===== config.mk =====
export PLATFORM = sky130hd
export DESIGN_NAME = keypad_enc
export DESIGN_NICKNAME = d
export VERILOG_FILES = /design/src/rtl/oven_pkg.sv /design/src/rtl/tick_gen.sv /design/src/rtl/keypad_enc.sv
export SDC_FILE = /design/constraint.sdc
export NUM_CORES = 1
export LEC_CHECK = 0
export ABC_AREA = 1
export CORE_ASPECT_RATIO = 0.6
export CORE_MARGIN = 1
export CORE_UTILIZATION = 35
export CTS_CLUSTER_SIZE = 16
export DETAILED_ROUTE_END_ITERATION = 8
export PLACE_DENSITY = 0.51
export SYNTH_ARGS = -nofsm -noshare
export SYNTH_HDL_FRONTEND = slang
export SYNTH_SLANG_ARGS = --single-unit

===== constraint.sdc =====
create_clock -name clk -period 1.8 [get_ports clk]
set_input_delay 0.36 -clock clk [delete_from_list [all_inputs] [get_ports clk]]
set_output_delay 0.36 -clock clk [all_outputs]
set_load 0.02 [all_outputs]

===== src/rtl/oven_pkg.sv =====
// Shared oven front-panel definitions: keypad FSM states, key codes, column
// reset pattern and small helpers for active-low one-hot vectors.
package oven_pkg;

    typedef enum logic [1:0] {
        SCAN     = 2'd0,
        DEBOUNCE = 2'd1,
        HELD     = 2'd2
    } kp_state_e;

    localparam logic [3:0] KEY_A    = 4'hA;
    localparam logic [3:0] KEY_B    = 4'hB;
    localparam logic [3:0] KEY_C    = 4'hC;
    localparam logic [3:0] KEY_D    = 4'hD;
    localparam logic [3:0] KEY_STAR = 4'hE;
    localparam logic [3:0] KEY_HASH = 4'hF;

    localparam logic [3:0] COL_RESET = 4'b1110;

    // True when exactly one bit of an active-low vector is asserted.
    function automatic logic one_low(input logic [3:0] v);
        case (v)
            4'b1110, 4'b1101, 4'b1011, 4'b0111: one_low = 1'b1;
            default:                            one_low = 1'b0;
        endcase
    endfunction

    // Index of the asserted bit of an active-low one-hot vector.
    function automatic logic [1:0] low_index(input logic [3:0] v);
        case (v)
            4'b1101: low_index = 2'd1;
            4'b1011: low_index = 2'd2;
            4'b0111: low_index = 2'd3;
            default: low_index = 2'd0;
        endcase
    endfunction

    function automatic logic [3:0] rotl4(input logic [3:0] v);
        rotl4 = {v[2:0], v[3]};
    endfunction

    // Matrix position to the digit code shared with the segment decoder.
    function automatic logic [3:0] key_code(input logic [1:0] r, input logic [1:0] c);
        case ({r, c})
            4'h0: key_code = 4'h1;
            4'h1: key_code = 4'h2;
            4'h2: key_code = 4'h3;
            4'h3: key_code = KEY_A;
            4'h4: key_code = 4'h4;
            4'h5: key_code = 4'h5;
            4'h6: key_code = 4'h6;
            4'h7: key_code = KEY_B;
            4'h8: key_code = 4'h7;
            4'h9: key_code = 4'h8;
            4'hA: key_code = 4'h9;
            4'hB: key_code = KEY_C;
            4'hC: key_code = KEY_STAR;
            4'hD: key_code = 4'h0;
            4'hE: key_code = KEY_HASH;
            default: key_code = KEY_D;
        endcase
    endfunction

endpackage


===== src/rtl/tick_gen.sv =====
// Free-running prescaler: one-cycle tick every SCAN_DIV clocks, asserted while
// the internal counter sits at SCAN_DIV-1.
module tick_gen #(
    parameter int unsigned SCAN_DIV = 50000
) (
    input  logic clk,
    input  logic rst_n,
    output logic tick
);

    localparam int unsigned CW = (SCAN_DIV > 1) ? $clog2(SCAN_DIV) : 1;
    localparam logic [CW-1:0] CNT_LAST = CW'(SCAN_DIV - 1);
    localparam logic [CW-1:0] CNT_PRE  = CW'(SCAN_DIV - 2);

    logic [CW-1:0] cnt;

    // tick is registered one count early so it lines up with cnt == SCAN_DIV-1.
    always_ff @(posedge clk or negedge rst_n) begin
        if (!rst_n) begin
            cnt  <= '0;
            tick <= 1'b0;
        end else begin
            cnt  <= (cnt == CNT_LAST) ? '0 : cnt + CW'(1);
            tick <= (cnt == CNT_PRE);
        end
    end

endmodule


===== src/rtl/keypad_enc.sv =====
// 4x4 keypad scanner/debouncer/encoder. Define KEYPAD_REPEAT_EN to add
// auto-repeat strobes while a key stays held.
module keypad_enc
    import oven_pkg::*;
#(
    parameter int unsigned SCAN_DIV     = 50000,
    parameter int unsigned DEB_TICKS    = 4,
    parameter int unsigned REPEAT_TICKS = 500
) (
    input  logic       clk,
    input  logic       rst_n,
    input  logic [3:0] row,
    output logic [3:0] col,
    output logic [3:0] digit,
    output logic       key_valid,
    output logic       key_held
);

    localparam int unsigned CNT_W = (DEB_TICKS > 1) ? $clog2(DEB_TICKS) : 1;
    localparam logic [CNT_W-1:0] DEB_LAST = CNT_W'(DEB_TICKS - 1);

    if (SCAN_DIV < 2 || DEB_TICKS < 1 || REPEAT_TICKS < 1) begin : g_param_check
        $error("keypad_enc: illegal parameter value");
    end

    logic            tick;
    logic [3:0]      row_meta, row_sync;
    kp_state_e       state_q, state_d;
    logic [3:0]      col_d, pat_q, pat_d, digit_d;
    logic [CNT_W-1:0] cnt_q, cnt_d;
    logic            key_valid_d, key_held_d;
    logic [3:0]      code_c;

`ifdef KEYPAD_REPEAT_EN
    localparam int unsigned REP_W = $clog2(2 * REPEAT_TICKS) + 1;
    localparam logic [REP_W-1:0] REP_FIRST = REP_W'(2 * REPEAT_TICKS - 1);
    localparam logic [REP_W-1:0] REP_RELOAD = REP_W'(REPEAT_TICKS);
    logic [REP_W-1:0] rep_q, rep_d;
`endif

    tick_gen #(.SCAN_DIV(SCAN_DIV)) u_tick (
        .clk   (clk),
        .rst_n (rst_n),
        .tick  (tick)
    );

    assign code_c = key_code(low_index(row_sync), low_index(col));

    // Next-state and registered-output logic.
    always_comb begin
        state_d     = state_q;
        col_d       = col;
        pat_d       = pat_q;
        cnt_d       = cnt_q;
        digit_d     = digit;
        key_valid_d = 1'b0;
        key_held_d  = key_held;
`ifdef KEYPAD_REPEAT_EN
        rep_d       = rep_q;
`endif
        case (state_q)
            SCAN: begin
                if (tick) begin
                    if (one_low(row_sync)) begin
                        pat_d = row_sync;
                        if (DEB_TICKS == 1) begin
                            state_d     = HELD;
                            cnt_d       = '0;
                            digit_d     = code_c;
                            key_valid_d = 1'b1;
                            key_held_d  = 1'b1;
`ifdef KEYPAD_REPEAT_EN
                            rep_d       = '0;
`endif
                        end else begin
                            state_d = DEBOUNCE;
                            cnt_d   = CNT_W'(1);
                        end
                    end else begin
                        col_d = rotl4(col);
                    end
                end
            end
            DEBOUNCE: begin
                if (tick) begin
                    if (row_sync == pat_q) begin
                        if (cnt_q == DEB_LAST) begin
                            state_d     = HELD;
                            cnt_d       = '0;
                            digit_d     = code_c;
                            key_valid_d = 1'b1;
                            key_held_d  = 1'b1;
`ifdef KEYPAD_REPEAT_EN
                            rep_d       = '0;
`endif
                        end else begin
                            cnt_d = cnt_q + CNT_W'(1);
                        end
                    end else begin
                        state_d = SCAN;
                        col_d   = rotl4(col);
                        cnt_d   = '0;
                    end
                end
            end
            HELD: begin
                if (tick) begin
                    if (row_sync == 4'hF) begin
`ifdef KEYPAD_REPEAT_EN
                        rep_d = '0;
`endif
                        if (cnt_q == DEB_LAST) begin
                            state_d    = SCAN;
                            col_d      = rotl4(col);
                            cnt_d      = '0;
                            key_held_d = 1'b0;
                        end else begin
                            cnt_d = cnt_q + CNT_W'(1);
                        end
                    end else begin
                        cnt_d = '0;
`ifdef KEYPAD_REPEAT_EN
                        if (rep_q == REP_FIRST) begin
                            rep_d       = REP_RELOAD;
                            key_valid_d = 1'b1;
                        end else begin
                            rep_d = rep_q + REP_W'(1);
                        end
`endif
                    end
                end
            end
            default: begin
                state_d    = SCAN;
                col_d      = COL_RESET;
                cnt_d      = '0;
                key_held_d = 1'b0;
            end
        endcase
    end

    always_ff @(posedge clk or negedge rst_n) begin
        if (!rst_n) begin
            row_meta  <= 4'hF;
            row_sync  <= 4'hF;
            state_q   <= SCAN;
            col       <= COL_RESET;
            pat_q     <= 4'hF;
            cnt_q     <= '0;
            digit     <= 4'h0;
            key_valid <= 1'b0;
            key_held  <= 1'b0;
`ifdef KEYPAD_REPEAT_EN
            rep_q     <= '0;
`endif
        end else begin
            row_meta  <= row;
            row_sync  <= row_meta;
            state_q   <= state_d;
            col       <= col_d;
            pat_q     <= pat_d;
            cnt_q     <= cnt_d;
            digit     <= digit_d;
            key_valid <= key_valid_d;
            key_held  <= key_held_d;
`ifdef KEYPAD_REPEAT_EN
            rep_q     <= rep_d;
`endif
        end
    end

endmodule


==> flow_metrics.tcl, run 1 <==
set metrics [dict create \
    irDropWorstVdd_uv 358 \
    synth_top_cells_by_count "86 x nand2_1, 41 x inv_1, 31 x nor2_1" \
    synth_flop_cell "dfrtp_1" \
    ys_warn_count 0 \
    arrival_ns 1.33 \
    io_pins 16 \
    setup_slack_ns 0.107 \
    timing.fmax_ghz 0.591 \
    power_mw 1.96 \
    synth.most_common_cell "nand2_1" \
    grt-ovfl-total 0 \
    wl_met1_mm 3.05 \
    hold_viol 3 \
    synthXorXnorAreaFrac 0.0258 \
    dieArea_sq_mm 0.00713 \
    cts-root-buf "clkbuf_16" \
    clkLatencyLatePin_ns 0.28 \
    slew_violations 0 \
    end_kind "output pin" \
    synth-edff-count 0 \
    drive_gt1_frac 0.173 \
    routed_wire_length_per_instance_um 11.8 \
    slowest_stage "clkdlybuf4s50_1" \
    synth.distinct_cells 28 \
    layout_min_cycle_time_ns 1.69 \
    crit_family "buffers and inverters" \
    synth_fa_ha_area_frac 0.0421 \
    rsz0062_at_grt "false" \
    initial_core_util 0.375 \
    dr.max_layer_used "met4" \
    power_per_cell_area_mw_per_mm2 689 \
    r2r-start "col[3]" \
    first_global_vias 1672 \
    grt_max_degree 29 \
    coreArea_sq_mm 0.00633 \
    synth_top_area_frac 0.295 \
    rows 22 \
    setup_viol 0 \
    synth_area_leaders "dfrtp_1 30%, dfstp_2 17%, nand2_1 14%" \
    critPathMaxFanout 5 \
    antenna_found_initial 0 \
    yosys.area.top_type "dfrtp_1" \
    synth-compound-area-share 0.0453 \
    final_antenna_net_count 0 \
    cp.required_ns 1.44 \
    max_slew_margin 0.729 \
    routed_via_density 4.48 \
    cpPeakStageDelay_ns 0.64 \
    whs_ns -0.00291 \
    leakage_nw 1.42 \
    clk_path_buf_depth 2 \
    place_ws_ns 0.107 \
    route.detailed.drc 0 \
    status "finished with violations" \
    firstDrtPassIters 4 \
    wl_met2_mm 1.59 \
    die_h_um 65.8 \
    routed_wl_mm 4.89 \
    postLayoutCoreUtil 0.448 \
    violations "negative hold slack" \
    hold_class "in -> async" \
    clock_skew_ns 0.00318 \
    cp-startpoint "col[0]" \
    vias 1856 \
    fillers 618 \
    synth_seq_cells 43 \
    max-cap-violations 0 \
    grtUsageTotal 0.162 \
    path_buf_inv 1 \
    final_nets 343 \
    drtIter0Drc 116 \
    muxShareOfSynthArea 0 \
    ctsHtreeMaxLevel 2 \
    fin_crit_sh 0.941 \
    numPortBuffers 15 \
    setup_tns_ns 0 \
    worstSetupStartpointType "register" \
    avgSynthCellArea_sq_um 7.94 \
    grt_pass1_wl_mm 8.63 \
    syn2layout_area_growth_pct 19.5 \
    clk_pin_slew_ns 0.06 \
    tightestPinTransition_ns 0.406 \
    place.detailed.hpwl_mm 3.77 \
    cts_tree "built" \
    synth-simple-area-share 0.351 \
    synth_nets 313 \
    synth_area_sq_mm 0.00237 \
    synthArstFlopShare 1.00 \
    cts_sinks 43 \
    cts_buffers 5 \
    place.gp.congestion 0.830 \
    path_cells "clkdlybuf4s50_1" \
    synth_top_family_by_area "simple AND/OR/NAND/NOR gates" \
    antenna_cells 0 \
    ys_seq_area_frac 0.461 \
    synthCells 299 \
    critical_path_class "reg -> out" \
    die_w_um 108 \
    route.met3.wl_um 200 \
]
==> final cells by class <==
class	count	area, sq um	share of cell area
Multi-Input combinational cell	209	1110	0.391
Tap cell	84	105	0.0370
Sequential cell	43	1090	0.386
Inverter	47	176	0.0621
Clock buffer	7	133	0.0467
Clock inverter	1	5.00	0.00176
Timing Repair Buffer	23	214	0.0754
==> timing repair <==
action / CTS / global route
setup buffers: 0 / 3
gates resized for setup: 3 / 1
pin swaps: 0 / 2
hold buffers: 0 / 0
endpoints found under the setup margin: 3 / 3
==> power by group <==
part / internal, mW / switching, mW / total, mW
combinational: 0.0297 / 0.0587 / 0.0884
sequential: 0.984 / 0.0106 / 0.995
clock: 0.513 / 0.359 / 0.872
==> sequential cells by signal (all words and copies together) (netlist names) <==
signal and flops:
cnt_q 2, col 4, digit 4, key_held 1, key_valid 1, pat_q 4
row_meta 4, row_sync 4, state_q 2, u_tick.cnt 16, u_tick.tick 1
==> per-stage QoR <==
stage	instance area, sq um	hold WS, ns	cells
finish	2840	-0.00291	414
global route	2840	0.0237	414
CTS	2810	0.00811	411
detailed placement	2680	0.316	403
global placement	2680	0.317	403
floorplan	2380	0.0644	299
==> per-layer routing <==
metal	GRT usage	up-vias
li1	-	992
met1	0.276	834
met4	0.0456	0
met3	0.0473	8
met5	0	-
met2	0.182	22
==> logic make-up (layout without fill, tap and decap cells) <==
logic type,count (synthesis),after routing
AND/OR/NAND/NOR,175,175
buffers and inverters,47,78
flip-flops,43,43
AO/OA/AOI/OAI,19,19
adder cells (fa/ha/maj),8,8
XOR/XNOR,7,7
==> worst paths after layout <==
check / end / slack (ns) / depth (start not counted)
worst min register to register: row_sync[2] / 0.36 / 0
worst max register to register: digit[3] / 0.19 / 8
worst min-delay path: u_tick.cnt[9] / -0.003 / 1
max in group asynchronous: row_meta[3] / 1.25 / 2
worst max-delay path: col[0] / 0.11 / 1
min in group clk: row_sync[2] / 0.36 / 0
==> placed cells by master (no fill, tap or decap), types with 7 or more instances in the layout <==
master / netlist / routed
nand2_2: 7 / 7
o21ai_1: 11 / 11
nand2_1: 86 / 86
buf_4: 0 / 7
nand3_1: 23 / 23
ha_1: 8 / 8
inv_1: 41 / 41
dfrtp_1: 28 / 28
xor2_1: 7 / 7
dfstp_2: 15 / 15
nor2_1: 31 / 30
clkdlybuf4s50_1: 0 / 11
nor3_1: 8 / 7
No activity file was read; power rests on OpenSTA's default activity.
==> run 2, diff against run 1 <==
Settings changed: CAP_MARGIN from default to 25.
==> results of run 2 <==
The final DEF is identical to that of run 1; final timing and power are the same.
